`src/rtl/field_extract_pipe.sv`:
```
// Two-stage pipelined bit-field extractor with MSB-0 numbering and valid/ready on both sides.
// Define FIELD_DEPOSIT_EN to add the deposit (mode=1) datapath; otherwise b and mode are ignored.
module field_extract_pipe #(
  parameter  int WIDTH = 32,
  localparam int POS_W = $clog2(WIDTH)
) (
  input  logic             clk,
  input  logic             rst,
  input  logic             in_valid,
  output logic             in_ready,
  input  logic [WIDTH-1:0] a,
  input  logic [WIDTH-1:0] b,
  input  logic [POS_W-1:0] pos,
  input  logic [POS_W-1:0] len,
  input  logic             sign,
  input  logic             mode,
  output logic             out_valid,
  input  logic             out_ready,
  output logic [WIDTH-1:0] y,
  output logic             err
);

  localparam logic [POS_W:0]   L_FULL   = (POS_W+1)'(WIDTH);
  localparam logic [POS_W:0]   L_ONE    = (POS_W+1)'(1);
  localparam logic [POS_W-1:0] LAST_BIT = POS_W'(WIDTH-1);

  logic             v1, v2, in_ready_2;
  logic [WIDTH-1:0] a1;
  logic             sign1, err1;
  logic [POS_W:0]   len1;
  logic [POS_W-1:0] sh1;

`ifdef FIELD_DEPOSIT_EN
  logic [WIDTH-1:0] b1;
  logic             mode1;
`else
  logic unused_deposit;
  assign unused_deposit = ^{b, mode};
`endif

  assign in_ready_2 = !v2 || out_ready;
  assign in_ready   = !v1 || in_ready_2;
  assign out_valid  = v2;

  // Effective length with len==0 meaning WIDTH, clamped so the field never runs past bit 0.
  logic [POS_W:0] len_eff, pos_p1, len_clamp;
  logic           err_in;

  always_comb begin
    len_eff   = (len == '0) ? L_FULL : {1'b0, len};
    pos_p1    = {1'b0, pos} + L_ONE;
    err_in    = len_eff > pos_p1;
    len_clamp = err_in ? pos_p1 : len_eff;
  end

  always_ff @(posedge clk or negedge rst) begin
    if (!rst) begin
      v1    <= 1'b0;
      a1    <= '0;
      sign1 <= 1'b0;
      err1  <= 1'b0;
      len1  <= '0;
      sh1   <= '0;
`ifdef FIELD_DEPOSIT_EN
      b1    <= '0;
      mode1 <= 1'b0;
`endif
    end else begin
      if (in_ready) v1 <= in_valid;
      if (in_valid && in_ready) begin
        a1    <= a;
        sign1 <= sign;
        err1  <= err_in;
        len1  <= len_clamp;
        sh1   <= LAST_BIT - pos;
`ifdef FIELD_DEPOSIT_EN
        b1    <= b;
        mode1 <= mode;
`endif
      end
    end
  end

  // mask_top isolates the field MSB so the sign test needs no variable bit index.
  logic [WIDTH-1:0] mask, mask_top, field, y_next;
  logic             field_msb;

  always_comb begin
    mask      = (len1 == L_FULL) ? '1 : ((WIDTH'(1) << len1) - WIDTH'(1));
    mask_top  = mask ^ (mask >> 1);
    field     = (a1 >> sh1) & mask;
    field_msb = |(field & mask_top);
    y_next    = (sign1 && field_msb) ? (field | ~mask) : field;
`ifdef FIELD_DEPOSIT_EN
    if (mode1) y_next = (b1 & ~(mask << sh1)) | ((a1 & mask) << sh1);
`endif
  end

  always_ff @(posedge clk or negedge rst) begin
    if (!rst) begin
      v2  <= 1'b0;
      y   <= '0;
      err <= 1'b0;
    end else if (in_ready_2) begin
      v2 <= v1;
      if (v1) begin
        y   <= y_next;
        err <= err1;
      end
    end
  end

endmodule
```
`config.mk`:
```
export PLATFORM = sky130hd
export DESIGN_NAME = field_extract_pipe
export DESIGN_NICKNAME = d
export VERILOG_FILES = /design/src/rtl/field_extract_pipe.sv
export SDC_FILE = /design/constraint.sdc
export NUM_CORES = 1
export LEC_CHECK = 0
export ABC_AREA = 1
export CELL_PAD_IN_SITES_DETAIL_PLACEMENT = 1
export CELL_PAD_IN_SITES_GLOBAL_PLACEMENT = 2
export CORE_MARGIN = 1
export CORE_UTILIZATION = 28
export DETAILED_ROUTE_END_ITERATION = 8
export GPL_TIMING_DRIVEN = 0
export PLACE_DENSITY = 0.9
export SYNTH_ARGS = -nofsm -noshare
export SYNTH_HDL_FRONTEND = slang
export SYNTH_SLANG_ARGS = --single-unit
```
`constraint.sdc`:
```
create_clock -name clk -period 3.4 [get_ports clk]
set_clock_uncertainty 0.15 [all_clocks]
set_input_delay 0.68 -clock clk [delete_from_list [all_inputs] [get_ports clk]]
set_output_delay 0.68 -clock clk [all_outputs]
set_load 0.01 [all_outputs]
```
# After elaboration in Yosys (flattened, before gate mapping)
# Cells that the tools add are included.
[op_classes] bitwise=5 eq_ne=1 add_sub_neg=3 n_shift=2 multipliers=0 n_reduce_logical=9 div_mod_pow=0 n_lt_le_gt_ge=1 mux=4
[op_table] op="AND 32 bit" n=2
[op_table] op="two-way mux 32 bit" n=2
[op_table] op="NOT 32 bit" n=1
[op_table] op="bitwise OR 32 bit" n=1
[op_table] op="OR reduction 32 bit" n=1
[op_table] op="<< shifter 1 x 6 -> 32 bit, first input constant" n=1
[op_table] op="right shift 32 x 5 -> 32 bit" n=1
[op_table] op="subtractor 32 x 1 -> 32 bit, second input constant" n=1
[op_table] op="bitwise XOR 32 x 31 -> 32 bit" n=1
[op_table] op="two-way mux 6 bit" n=2
[op_table] op="adder 5 x 1 -> 6 bit, second input constant" n=1
[op_table] op="equality test 6 bit, second input constant" n=1
[op_table] op="greater-than comparator 6 bit" n=1
[op_table] op="logical NOT 5 bit" n=1
[op_table] op="subtractor 5 bit, first input constant" n=1
[op_table] op="logical AND 1 bit" n=2
[op_table] op="logical NOT 1 bit" n=2
[op_table] op="logical OR 1 bit" n=2
[op_table] op="AND reduction 2 bit" n=1
[word_totals] elab_cells=34 memories=0 register_bits=80 latchBits=0 rom_bits=0 ram_bits=0

# Longest topological paths before layout
[logic_depth] word_depth=8 depth_mapped=23 mapped_depth_nobuf=20

# Least setup slack after synthesis
# OpenSTA, ideal clock, no wires.
[synth_timing] path_kind="register -> register" startpoint="register len1[3]" endpoint="register y[16]" stages_incl_launch_ff=23 path_buffers=3 path_slack_ps=511 arrival_time_ps=2616 cell_sequence="dfrtp_1 -> buf_4 -> inv_2 -> buf_4 -> nand3_1 -> nor2_1 -> inv_1 -> ha_1 -> nand3_1 -> inv_2 -> nand2_4 -> nand2_1 -> nand3_1 -> nor2_1 -> nor2_1 -> nand2_1 -> nor2_1 -> nand2_1 -> nor2_1 -> nand3_4 -> buf_6 -> nand3_1 -> a21oi_1"
[synth_via] elab_chain_cells=8 word_cells_on_any_way=12
[synth_rtl] element="start: declaration" line="30" text="logic [POS_W:0] len1;"
[synth_rtl] element="start signal: assignment" line="74" text="len1 <= len_clamp;"
[synth_rtl] element="<< shifter 1 x 6 -> 32 bit" line="89" text="mask = (len1 == L_FULL) ? '1 : ((WIDTH'(1) << len1) - WIDTH'(1));"
[synth_rtl] element="subtractor 32 x 1 -> 32 bit" line="89"
[synth_rtl] element="two-way mux 32 bit (*)" line="89"
[synth_rtl] element="AND 32 bit / bitwise XOR 32 x 31 -> 32 bit (equally long branches)" line="91, 90"
[synth_rtl] element="AND 32 bit" line="92" text="field_msb = |(field & mask_top);"
[synth_rtl] element="OR reduction 32 bit" line="92"
[synth_rtl] element="logical AND 1 bit" line="93" text="y_next = (sign1 && field_msb) ? (field | ~mask) : field;"
[synth_rtl] element="two-way mux 32 bit (*)" line="93"
[synth_rtl] element="end signal: assignment" line="107" text="y <= y_next;"
[synth_rtl] element="end: declaration" line="19" text="output logic [WIDTH-1:0] y,"
# Every way passes the cells marked *; elsewhere a longest branch is shown, timed or not.
# A chain may end at the register's enable or synchronous reset.

# Worst setup path in the final report
[layout_timing] startpoint="register sh1[0]" endpoint="register y[30]"
[layout_via] elab_chain_cells=6 word_cells_on_any_way=7
[layout_rtl] element="start: declaration" line="31" text="logic [POS_W-1:0] sh1;"
[layout_rtl] element="start signal: assignment" line="75" text="sh1 <= LAST_BIT - pos;"
[layout_rtl] element="right shift 32 x 5 -> 32 bit (*)" line="91" text="field = (a1 >> sh1) & mask;"
[layout_rtl] element="AND 32 bit (*)" line="91"
[layout_rtl] element="AND 32 bit" line="92"
[layout_rtl] element="OR reduction 32 bit" line="92"
[layout_rtl] element="logical AND 1 bit" line="93"
[layout_rtl] element="two-way mux 32 bit (*)" line="93"
# Marked as above.

==> flow_metrics.tcl <==
set metrics [dict create \
    syn_inst 1116 \
    root_buffer "clkbuf_16" \
    period_minus_slack_ns 3.19 \
    netSwitchingFraction_pct 48.0 \
    synthArstFlopShare_pct 100 \
    drive_gt1_share_pct 8.52 \
    worstMarginPinSlew_ns 0.750 \
    timing.fmax_mhz 314 \
    die_x_um 157 \
    clock-sinks 80 \
    io_buffers 81 \
    worstPathArrival_ns 3.27 \
    fin_util_pct 36.2 \
    rrSetupSlack_ns 0.21 \
    power_density_nw_per_um2 745 \
    syn-num-nets 1204 \
    cpLargestDelayFamily "simple AND/OR/NAND/NOR gates" \
    fp.dieH_um 157 \
    num_vias 7924 \
    cts.htree.levels 3 \
    path_cells "buf_2, clkinv_1, buf_2, nand2_1, nand3_1, nand3_1, nand2_1, o21ai_0, o22ai_1, nand3_1, nand2_1, nor2_1, nand2_1, nor2_2, nand3_4, buf_6, nand3_1, a21oi_1" \
    setup_viol 0 \
    diodes 0 \
    cpMaxStageDelayCell "dfrtp_1" \
    cts.clk_slew.worst_paths_ns 0.07 \
    layout_common_cells "nand2_1, nand3_1, nor2_1" \
    slew_headroom_pct 50.0 \
    status "completed" \
    drc 0 \
    path_depth 18 \
    synth_edf_count 0 \
    period_share_pct 93.8 \
    viasPerCell 5.15 \
    antenna_found_initial 0 \
    ff2ff_path_depth 18 \
    cp-start-kind "flip-flop" \
    p_int_uw 3300 \
    die_area_sq_um 24800 \
    fin_nets 1304 \
    rsz0062_at_grt "false" \
    start_util_pct 28.7 \
    drtPass1Iterations 4 \
    routed_wl_um 27400 \
    final_common_cell "nand2_1" \
    synth_flop_cell "dfrtp_1" \
    overflow 0 \
    dp_cells 1517 \
    postSynthAreaPerCell_sq_um 6.06 \
    place.gp.congestion 0.915 \
    holdCritPathClass "input port to asynchronous set/reset pin" \
    grt_pass1_vias 8130 \
    worst_setup_path_end_kind "flip-flop" \
    tritoncts "done" \
    cts_hold_buf 0 \
    grt_start_max_net_pins 42 \
    power.switching_uw 3050 \
    seq_area_frac_synth_pct 29.6 \
    syn2layout_area_growth_pct 26.2 \
    critPathMaxFanout 10 \
    cp_num_buf_inv 4 \
    path_class "flip-flop to flip-flop" \
    drt_iter0_drc 458 \
    clk-insertion-delay-late_ns 0.35 \
    clock_path_buffers 2 \
    final_cell_area_sq_um 8530 \
    clockPowerShare_pct 17.6 \
    cap_violations 0 \
    dpl-instance-area_sq_um 7990 \
    grt_usage_pct 23.2 \
    synth_warnings 0 \
    ios 115 \
    rows 56 \
    synth_area_sq_um 6760 \
    grt_pass1_wl_um 44200 \
    power_frac_seq_pct 22.9 \
    ys_types 36 \
    slowest_delay_ns 0.38 \
    drv_slew 0 \
    finalHoldViolCount 0 \
    p_leak_uw 0.00430 \
    numCtsBuffers 9 \
    combPwrFrac_pct 59.6 \
    ir_drop_mv 0.258 \
    layoutNonFillerInstCount 1540 \
    ant_nets 0 \
    crit_required_ns 3.48 \
    hpwl_um 22300 \
    coreArea_sq_um 23500 \
    wl_per_cell_um 17.8 \
    ys_ff_latch 80 \
]
-- synthesized netlist by cell type (2+ instances only) --
library cell  instances  area [sq um]
a21oi_1              66           330
and2_1                2          12.5
buf_1                 8          30.0
buf_2                 9          45.0
buf_4                 6          45.0
buf_6                 4          45.0
clkbuf_1             40           150
clkinv_1              2          7.51
dfrtp_1              80          2000
ha_1                  8           100
inv_1                64           240
inv_2                 7          26.3
nand2_1             335          1260
nand2_2               3          18.8
nand3_1             269          1350
nand3_2               2          20.0
nand3b_1              4          30.0
nand4_1              19           119
nand4_2               4          50.1
nor2_1              124           465
nor2_2                7          43.8
nor2_4                8          90.1
nor3_1                2          10.0
o211ai_1              4          30.0
o21ai_0              24           120
o21ai_1               2          10.0
o21bai_1              2          15.0
o22ai_1               2          12.5
xnor2_1               2          17.5
-- state kept, by name, indices dropped and copies added, names as in the netlist --
| signal | count |
|---|---|
| out_valid | 1 |
| sh1 | 5 |
| sign1 | 1 |
| err1 | 1 |
| v1 | 1 |
| len1 | 6 |
| y | 32 |
| err | 1 |
| a1 | 32 |
-- cell families (layout without fill, tap and decap cells) --
family / count (synthesis) / in the layout / share of synthesized area (%)
AO/OA/AOI/OAI: 102 / 102 / 7.90
XOR/XNOR: 3 / 3 / 0.389
adder cells (fa/ha/maj): 8 / 8 / 1.48
buffers and inverters: 140 / 245 / 8.72
flip-flops: 80 / 80 / 29.6
AND/OR/NAND/NOR: 783 / 783 / 51.9
-- routing by layer --
layer	global-route usage, %	up-vias	wire length (um)	share of wire (%)
met2	37.8	164	12400	45
met1	32.8	3853	13700	50
li1	-	3880	-	-
met4	5.27	0	389	1.4
met5	0	-	0	0
met3	2.06	27	803	2.9
-- area by class of cell --
type	instances	area, sq um
fill	3117	15000
clock inverter	5	86.3
timing repair buffer	90	901
buffer	66	328
multi-input combinational	896	4280
sequential	80	2000
tap	319	399
clock buffer	11	253
inverter	73	279
-- what timing repair did --
item	4_1_cts	5_1_grt
endpoints found under the setup margin	32	32
pin swaps	1	6
resized for setup	10	36
buffers inserted	1	7
-- worst reg2reg max path, cell delays in order, from the launching register on --
cell and delay (ns):
dfrtp_1 0.38, buf_2 0.18, clkinv_1 0.19, buf_2 0.24
nand2_1 0.11, nand3_1 0.14, nand3_1 0.16, nand2_1 0.11
o21ai_0 0.19, o22ai_1 0.18, nand3_1 0.18, nand2_1 0.07
nor2_1 0.10, nand2_1 0.08, nor2_2 0.16, nand3_4 0.13
buf_6 0.17, nand3_1 0.07, a21oi_1 0.07
-- power groups by stage --
| stage | combinational, uW | sequential (uW) | clock (uW) |
|---|---|---|---|
| final | 3790 | 1450 | 1120 |
| after global routing | 4160 | 1490 | 1170 |
| after CTS | 3670 | 1460 | 1150 |
| after detailed placement | 3620 | 1470 | 0 |
| after global placement | 3570 | 1450 | 0 |
| after floorplan | 2180 | 1500 | 0 |
-- path summary, 6_finish.rpt --
| check | from | endpoint |
|---|---|---|
| worst max-delay path | sh1[0] | y[30] |
| worst min-delay path | rst | a1[14] |
| worst max register to register | sh1[0] | y[30] |
| worst min register to register | err1 | err |
| max in group asynchronous | rst | len1[3] |
| min in group clk | err1 | err |
-- through the flow --
stage | TNS, ns | worst slack [ns] | total power [uW] | hold WS [ns]
floorplan | 0 | 0.511 | 3690 | 0.234
global placement | -112.34 | -1.33 | 5030 | 0.308
detailed placement | -6.52 | -0.277 | 5090 | 0.317
CTS | 0 | 0.00395 | 6270 | 0.150
global route | 0 | 0.0182 | 6830 | 0.182
finish | 0 | 0.212 | 6350 | 0.136
Power figures use the tool's default switching activity.
